--- src/rtl/axi_ddr_reader_pkg.sv ---
// Shared constants and types for the AXI DDR burst reader.
package axi_ddr_reader_pkg;
  localparam int BEAT_W    = 256;
  localparam int NUM_BEATS = 5;
  localparam int CNT_W     = 3;
  localparam logic [CNT_W-1:0] BEAT_CAP = CNT_W'(NUM_BEATS);

  localparam logic [7:0] AR_LEN   = 8'd4;
  localparam logic [2:0] AR_SIZE  = 3'b101;
  localparam logic [1:0] AR_BURST = 2'b01;
  localparam logic [3:0] AR_CACHE = 4'b0011;

  typedef enum logic [1:0] {IDLE, ADDR, DATA, DONE} state_e;
endpackage

--- src/rtl/axi_ddr_reader.sv ---
// Single-burst AXI read master: fetches five 256-bit beats into a 1280-bit word.
// Define AXI_DDR_READER_ADDR_INC_EN to step the read address by ADDR_STRIDE per read.
module axi_ddr_reader
  import axi_ddr_reader_pkg::*;
#(
  parameter logic [31:0] BASE_ADDR   = 32'h0000_0000,
  parameter logic [31:0] ADDR_STRIDE = 32'd160
) (
  input  logic                        ACLK,
  input  logic                        ARESETN,
  input  logic                        start,
  output logic                        busy,
  output logic                        valid,
  output logic [NUM_BEATS*BEAT_W-1:0] data_out,
  output logic [31:0]                 M_AXI_araddr,
  output logic                        M_AXI_arvalid,
  input  logic                        M_AXI_arready,
  output logic [7:0]                  M_AXI_arlen,
  output logic [2:0]                  M_AXI_arsize,
  output logic [1:0]                  M_AXI_arburst,
  output logic [3:0]                  M_AXI_arcache,
  output logic [3:0]                  M_AXI_arqos,
  output logic [3:0]                  M_AXI_arid,
  output logic [1:0]                  M_AXI_arlock,
  output logic [2:0]                  M_AXI_arprot,
  input  logic [3:0]                  M_AXI_rid,
  input  logic [BEAT_W-1:0]           M_AXI_rdata,
  input  logic                        M_AXI_rlast,
  output logic                        M_AXI_rready,
  input  logic [1:0]                  M_AXI_rresp,
  input  logic                        M_AXI_rvalid
);

`ifdef AXI_DDR_READER_ADDR_INC_EN
  localparam logic [31:0] ADDR_STEP = ADDR_STRIDE;
`else
  localparam logic [31:0] ADDR_STEP = ADDR_STRIDE & 32'h0;
`endif

  state_e                             state, state_nxt;
  logic [NUM_BEATS-1:0][BEAT_W-1:0]   buffer, buf_nxt;
  logic [CNT_W-1:0]                   beat_cnt;
  logic [31:0]                        addr;
  logic                               beat_fire;
  logic                               unused_ok;

  assign unused_ok = ^{M_AXI_rid, M_AXI_rresp};

  assign M_AXI_arlen   = AR_LEN;
  assign M_AXI_arsize  = AR_SIZE;
  assign M_AXI_arburst = AR_BURST;
  assign M_AXI_arcache = AR_CACHE;
  assign M_AXI_arqos   = '0;
  assign M_AXI_arid    = '0;
  assign M_AXI_arlock  = '0;
  assign M_AXI_arprot  = '0;
  assign M_AXI_araddr  = addr;

  assign busy          = (state != IDLE);
  assign M_AXI_arvalid = (state == ADDR);
  assign M_AXI_rready  = (state == DATA);
  assign valid         = (state == DONE);
  assign beat_fire     = (state == DATA) && M_AXI_rvalid;

  always_comb begin
    state_nxt = state;
    case (state)
      IDLE: if (start) state_nxt = ADDR;
      ADDR: if (M_AXI_arready) state_nxt = DATA;
      DATA: if (M_AXI_rvalid && M_AXI_rlast) state_nxt = DONE;
      DONE: state_nxt = IDLE;
      default: state_nxt = IDLE;
    endcase
  end

  // Slices not reached by a short burst keep whatever the previous read left there.
  always_comb begin
    buf_nxt = buffer;
    if (beat_fire && beat_cnt < BEAT_CAP) buf_nxt[beat_cnt] = M_AXI_rdata;
  end

  always_ff @(posedge ACLK or negedge ARESETN) begin
    if (!ARESETN) begin
      state    <= IDLE;
      buffer   <= '0;
      beat_cnt <= '0;
      addr     <= BASE_ADDR;
      data_out <= '0;
    end else begin
      state  <= state_nxt;
      buffer <= buf_nxt;
      if (state == ADDR)
        beat_cnt <= '0;
      else if (beat_fire && beat_cnt < BEAT_CAP)
        beat_cnt <= beat_cnt + CNT_W'(1);
      // Load on the rlast beat so data_out is current during the valid cycle.
      if (state == DATA && state_nxt == DONE) data_out <= buf_nxt;
      if (state == DONE) addr <= addr + ADDR_STEP;
    end
  end

endmodule

--- config.mk ---
export PLATFORM = sky130hd
export DESIGN_NAME = axi_ddr_reader
export DESIGN_NICKNAME = d
export VERILOG_FILES = /design/src/rtl/axi_ddr_reader_pkg.sv /design/src/rtl/axi_ddr_reader.sv
export SDC_FILE = /design/constraint.sdc
export NUM_CORES = 2
export LEC_CHECK = 0
export ABC_CLOCK_PERIOD_IN_PS = 2000
export CAP_MARGIN = 20
export CORE_AREA = 5 5 631 633
export CTS_CLUSTER_DIAMETER = 40
export DETAILED_ROUTE_END_ITERATION = 12
export DIE_AREA = 0 0 636 638
export GPL_TIMING_DRIVEN = 0
export HOLD_SLACK_MARGIN = 0.12
export PLACE_DENSITY = 0.44
export SLEW_MARGIN = 15
export SYNTH_ARGS = -nofsm -noshare
export SYNTH_HDL_FRONTEND = slang
export SYNTH_SLANG_ARGS = --single-unit
export TNS_END_PERCENT = 1
--- constraint.sdc ---
create_clock -name ACLK -period 2 [get_ports ACLK]
set_input_delay 0.3 -clock ACLK [delete_from_list [all_inputs] [get_ports ACLK]]
set_output_delay 0.3 -clock ACLK [all_outputs]
set_load 0.02 [all_outputs]
==> metrics list <==
- The cell sitting at the root of the clock tree is a clkbuf_16.
- STA classifies the critical path startpoint as a register.
- Async S/R FF share, synth: 100%
* Remaining global-route overflow: 0
- Switching pwr: about 96 mW
- The H-tree generated during clock tree synthesis spans 5 levels.
- After synthesis the netlist holds a flip-flop and latch count of 2565.
- First-pass GRT wire length: ~750000 µm
- The first detailed-routing pass ran for 6 iterations.
- Max FO, Critical Path: 2
- Of the cells placed in the final design, the portion with a size suffix greater than 1 is 14.1%.
* Post-Place Cell Area: between 100000 and 150000 µm²
* Share of Yosys cell area claimed by the top area cell type: between 60 and 70%
* Routed wire length: approximately 550000 µm
* Most congested layer reported by global routing: met2
* Floorplan row count: 230
- Initial standard-cell utilization of the core: 25.9%
* Final setup slack of the worst path: -0.315 ns
- Die Height: ~640 µm
* Number of max-slew violations in the final report: 0
- Cell types occupying the most area after synthesis: dfrtp_1 63%, a31oi_1 6.3%, nand2_1 5.7%, nand3_1 5.0%, o21ai_0 5.0%
- For this run, design rule violations remaining after detail routing come to 0.
- Summing internal, switching and leakage power gives about 240 mW.
- Subtracting the final worst setup slack from the clock period gives 2.32 ns.
- Design internal power: around 150 mW
- Worst-Margin Slew: a little under 1 ns
- Deepest clock path buffer count: 4
* Rel. slew slack: between 30 and 40%
- Routability-driven placement finished with a final weighted congestion of about 0.9.
- Most used flip-flop cell after synthesis: dfrtp_1
- Number of enable-type register cells in the synthesized netlist: 0
* Clock tree from TritonCTS: yes
- Crit path arrival time: just over 2 ns
- Met3 capacity usage during global routing: between 6 and 7%
* Met1 routing resource usage after global routing: a little under a third
* Slowest stage cell, crit path: clkdlybuf4s15_2
* Critical Path Stages: 1
- Portion of the post-synthesis area used by sequential elements: between 60 and 70%
- Maximum operating frequency: 0.432 GHz
- Via count of the first global-routing pass: around 90000
- Entering global routing, the biggest net connects 148 pins.
- The number of different library cells used by synthesis comes to 33.
- Pwr Density: approximately 1700 nW/µm²
* Clock Skew: around 0.079 ns
* Reg2Reg Launch Point: state[0]$_DFF_PN0_
* Top-level port count: approximately 1600
- The routed layout has ~92000 vias.
* Mapped Area: between 100000 and 150000 µm²
- Ratio of final minimum period to clock period: 116%
* Hold Slack: -0.495 ns
- Area of the placeable core: 391000 µm²
- STA puts the critical path data required time at between 1.5 and 2 ns.
- Number of max-cap violations: 0
- In the routed layout, each cell is associated on average with a via count of around 5.2.
- Switching power share of the total: around 40%
- Met2 Track Usage GR: roughly two fifths
* Top cells by count, synth: 2565 x dfrtp_1, 1538 x nand2_1, 1026 x nor2_1
- Failing checks: negative hold slack, negative setup slack
- From synthesis to final layout, the design area changed by 42.1%.
- Average size of a mapped cell: between 10 and 15 µm²
- Total buffers and inverters traversed by the critical path: 1
- Clk network pwr share: 33.7%
- Start point of the critical path: data_out[511]$_DFFE_PN0P_
- In the final design database the tool counted about 12000 nets.
* Result of the run: complete, but fails checks
- STA classifies the critical path endpoint as a primary output.
- In this run the static leakage power is approximately 70 nW.
- The largest single stage delay on the critical path is ~0.59 ns.
* Detailed Place HPWL: 419000 µm
- Clock input transition at the sequential cells of the worst setup and hold paths: ~0.05 ns
- The most common cell in the synthesized netlist is dfrtp_1.
* DIE AREA: slightly above 400000 µm²
- In this run, the combinational gates consume 33.3% of the power.
* Number of antenna violations at the first check in global routing: 53
* Drt wl/cell: a little over 30 µm
- Worst-case reg-to-reg path depth: 6
- Setup repair after global routing could not meet its margin everywhere.
- After the first detailed-routing iteration, the DRC count stood at between 7000 and 8000.
- During placement, the flow inserted port buffers numbering 1545.
- Post-detailed-route count of antenna-violating nets: 0
- Total global-route track usage: approximately a quarter
* Post-route design area: between 100000 and 150000 µm²
* Synth area leader: dfrtp_1
- Final count of hold timing violations: about 140
- Setup violations remaining at the end of the flow were counted as approximately 3400.
- Post-Syn Instances: between 9000 and 10000
- Seq pwr share: approximately 33%
- In this run the worst hold path is classified as input port to asynchronous set/reset pin.
* Die X: 636 µm
* Clk sink count: between 2000 and 3000
- Top delay family on crit path: buffers and inverters
- At the later pin of the worst-skew pair, clock insertion delay measures 1.02 ns.
- The signal on the critical path passes through clkdlybuf4s15_2.
- Across the VDD grid, the largest voltage drop is just under 0.9 mV.
* Total number of yosys warnings: 0
- Number of buffers inserted during clock tree synthesis: between 400 and 500
- CP Class: register to primary output
[logic make-up (layout without fill, tap and decap cells)]
logic type | after synthesis | count (layout) | share of synthesized area (%)
simple gates | 3606 | 3606 | 14.7
compound gates | 2570 | 2570 | 15.2
flops | 2565 | 2565 | 63.2
buf+inv | 949 | 3490 | 4.07
mux | 256 | 256 | 2.84
other cells | 2 | 85 | 0.00739
fa+ha+maj | 1 | 1 | 0.0123
[through the flow]
step	setup TNS (ns)	instances	utilization (%)	setup WS, ns
floorplan	0	10000	-	0.0223
global placement	-	16800	31.6	-119.44
detailed placement	-5574.22	16900	32.1	-2.68
CTS	-852.23	17800	36.5	-0.369
global route	-764.01	17800	36.9	-0.369
finish	-357.76	17800	36.9	-0.315
[cells in the final DEF, fill, tap and decap left out, types with 21 or more instances in the layout]
master           instances
dfrtp_1               2547
nand2_1               1538
a31oi_1               1025
nor2_1                1025
nand3_1               1022
dlygate4sd2_1          981
o21ai_0                965
o211ai_1               512
clkbuf_16              465
clkdlybuf4s50_1        337
clkbuf_2               289
clkbuf_1               256
mux2_1                 224
dlymetal6s2s_1         141
buf_2                  137
buf_4                  137
clkbuf_4                82
clkbuf_8                75
clkinv_2                68
buf_6                   67
bufinv_16               65
conb_1                  62
clkinvlp_4              59
o21ai_1                 57
buf_12                  56
buf_16                  48
clkdlybuf4s15_2         42
clkinv_4                40
dlygate4sd3_1           40
mux2_2                  32
diode_2                 23
inv_6                   22
clkinv_16               21
[metal layers]
metal | vias to the layer above | part of all wire [%]
li1 | 39600 | -
met1 | 47700 | 39
met2 | 3893 | 46
met3 | 1000 | 7.4
met4 | 2 | 7.0
met5 | - | 0.0013
[final timing paths]
kind,endpoint,slack (ns)
max,data_out[511],-0.32
min,buffer[1056]$_DFF_PN0_,-0.49
max reg2reg,data_out[899]$_DFFE_PN0P_,-0.29
min reg2reg,buffer[135]$_DFF_PN0_,0.48
max in group asynchronous,data_out[878]$_DFFE_PN0P_,-0.03
min in group ACLK,buffer[980]$_DFF_PN0_,0.21
[sequential cells by signal, indices dropped and copies added, names as in the netlist]
name      count
buffer     1280
state         2
beat_cnt      3
data_out   1280
[power groups by stage]
stage	Clock [mW]	Combinational, mW	Sequential (mW)
after floorplan	0	24.8	90.8
after global placement	0	83.5	82.2
after detailed placement	0	86.1	81.5
after CTS	83.4	81.6	80.6
after global routing	85.8	86.3	82.3
final	82.2	81.2	80.6
[area by class of cell]
class	count	area, µm²
timing repair buffer	1698	17600
clock inverter	282	4020
multi-input combinational	6495	33500
sequential	2565	64200
antenna	23	57.6
clock buffer	565	12300
tap	5220	6530
buffer	944	5980
fill	39300	247000
inverter	1	3.75
[timing repair]
item,in CTS,in global routing
endpoints found under the hold margin,727,427
cloned,11,8
hold buffers,43,1
endpoints found under the setup margin,4514,4715
resized for setup,1818,856
pin swaps,2,17
setup buffers,6,2
(Power assumes the default switching activity.)
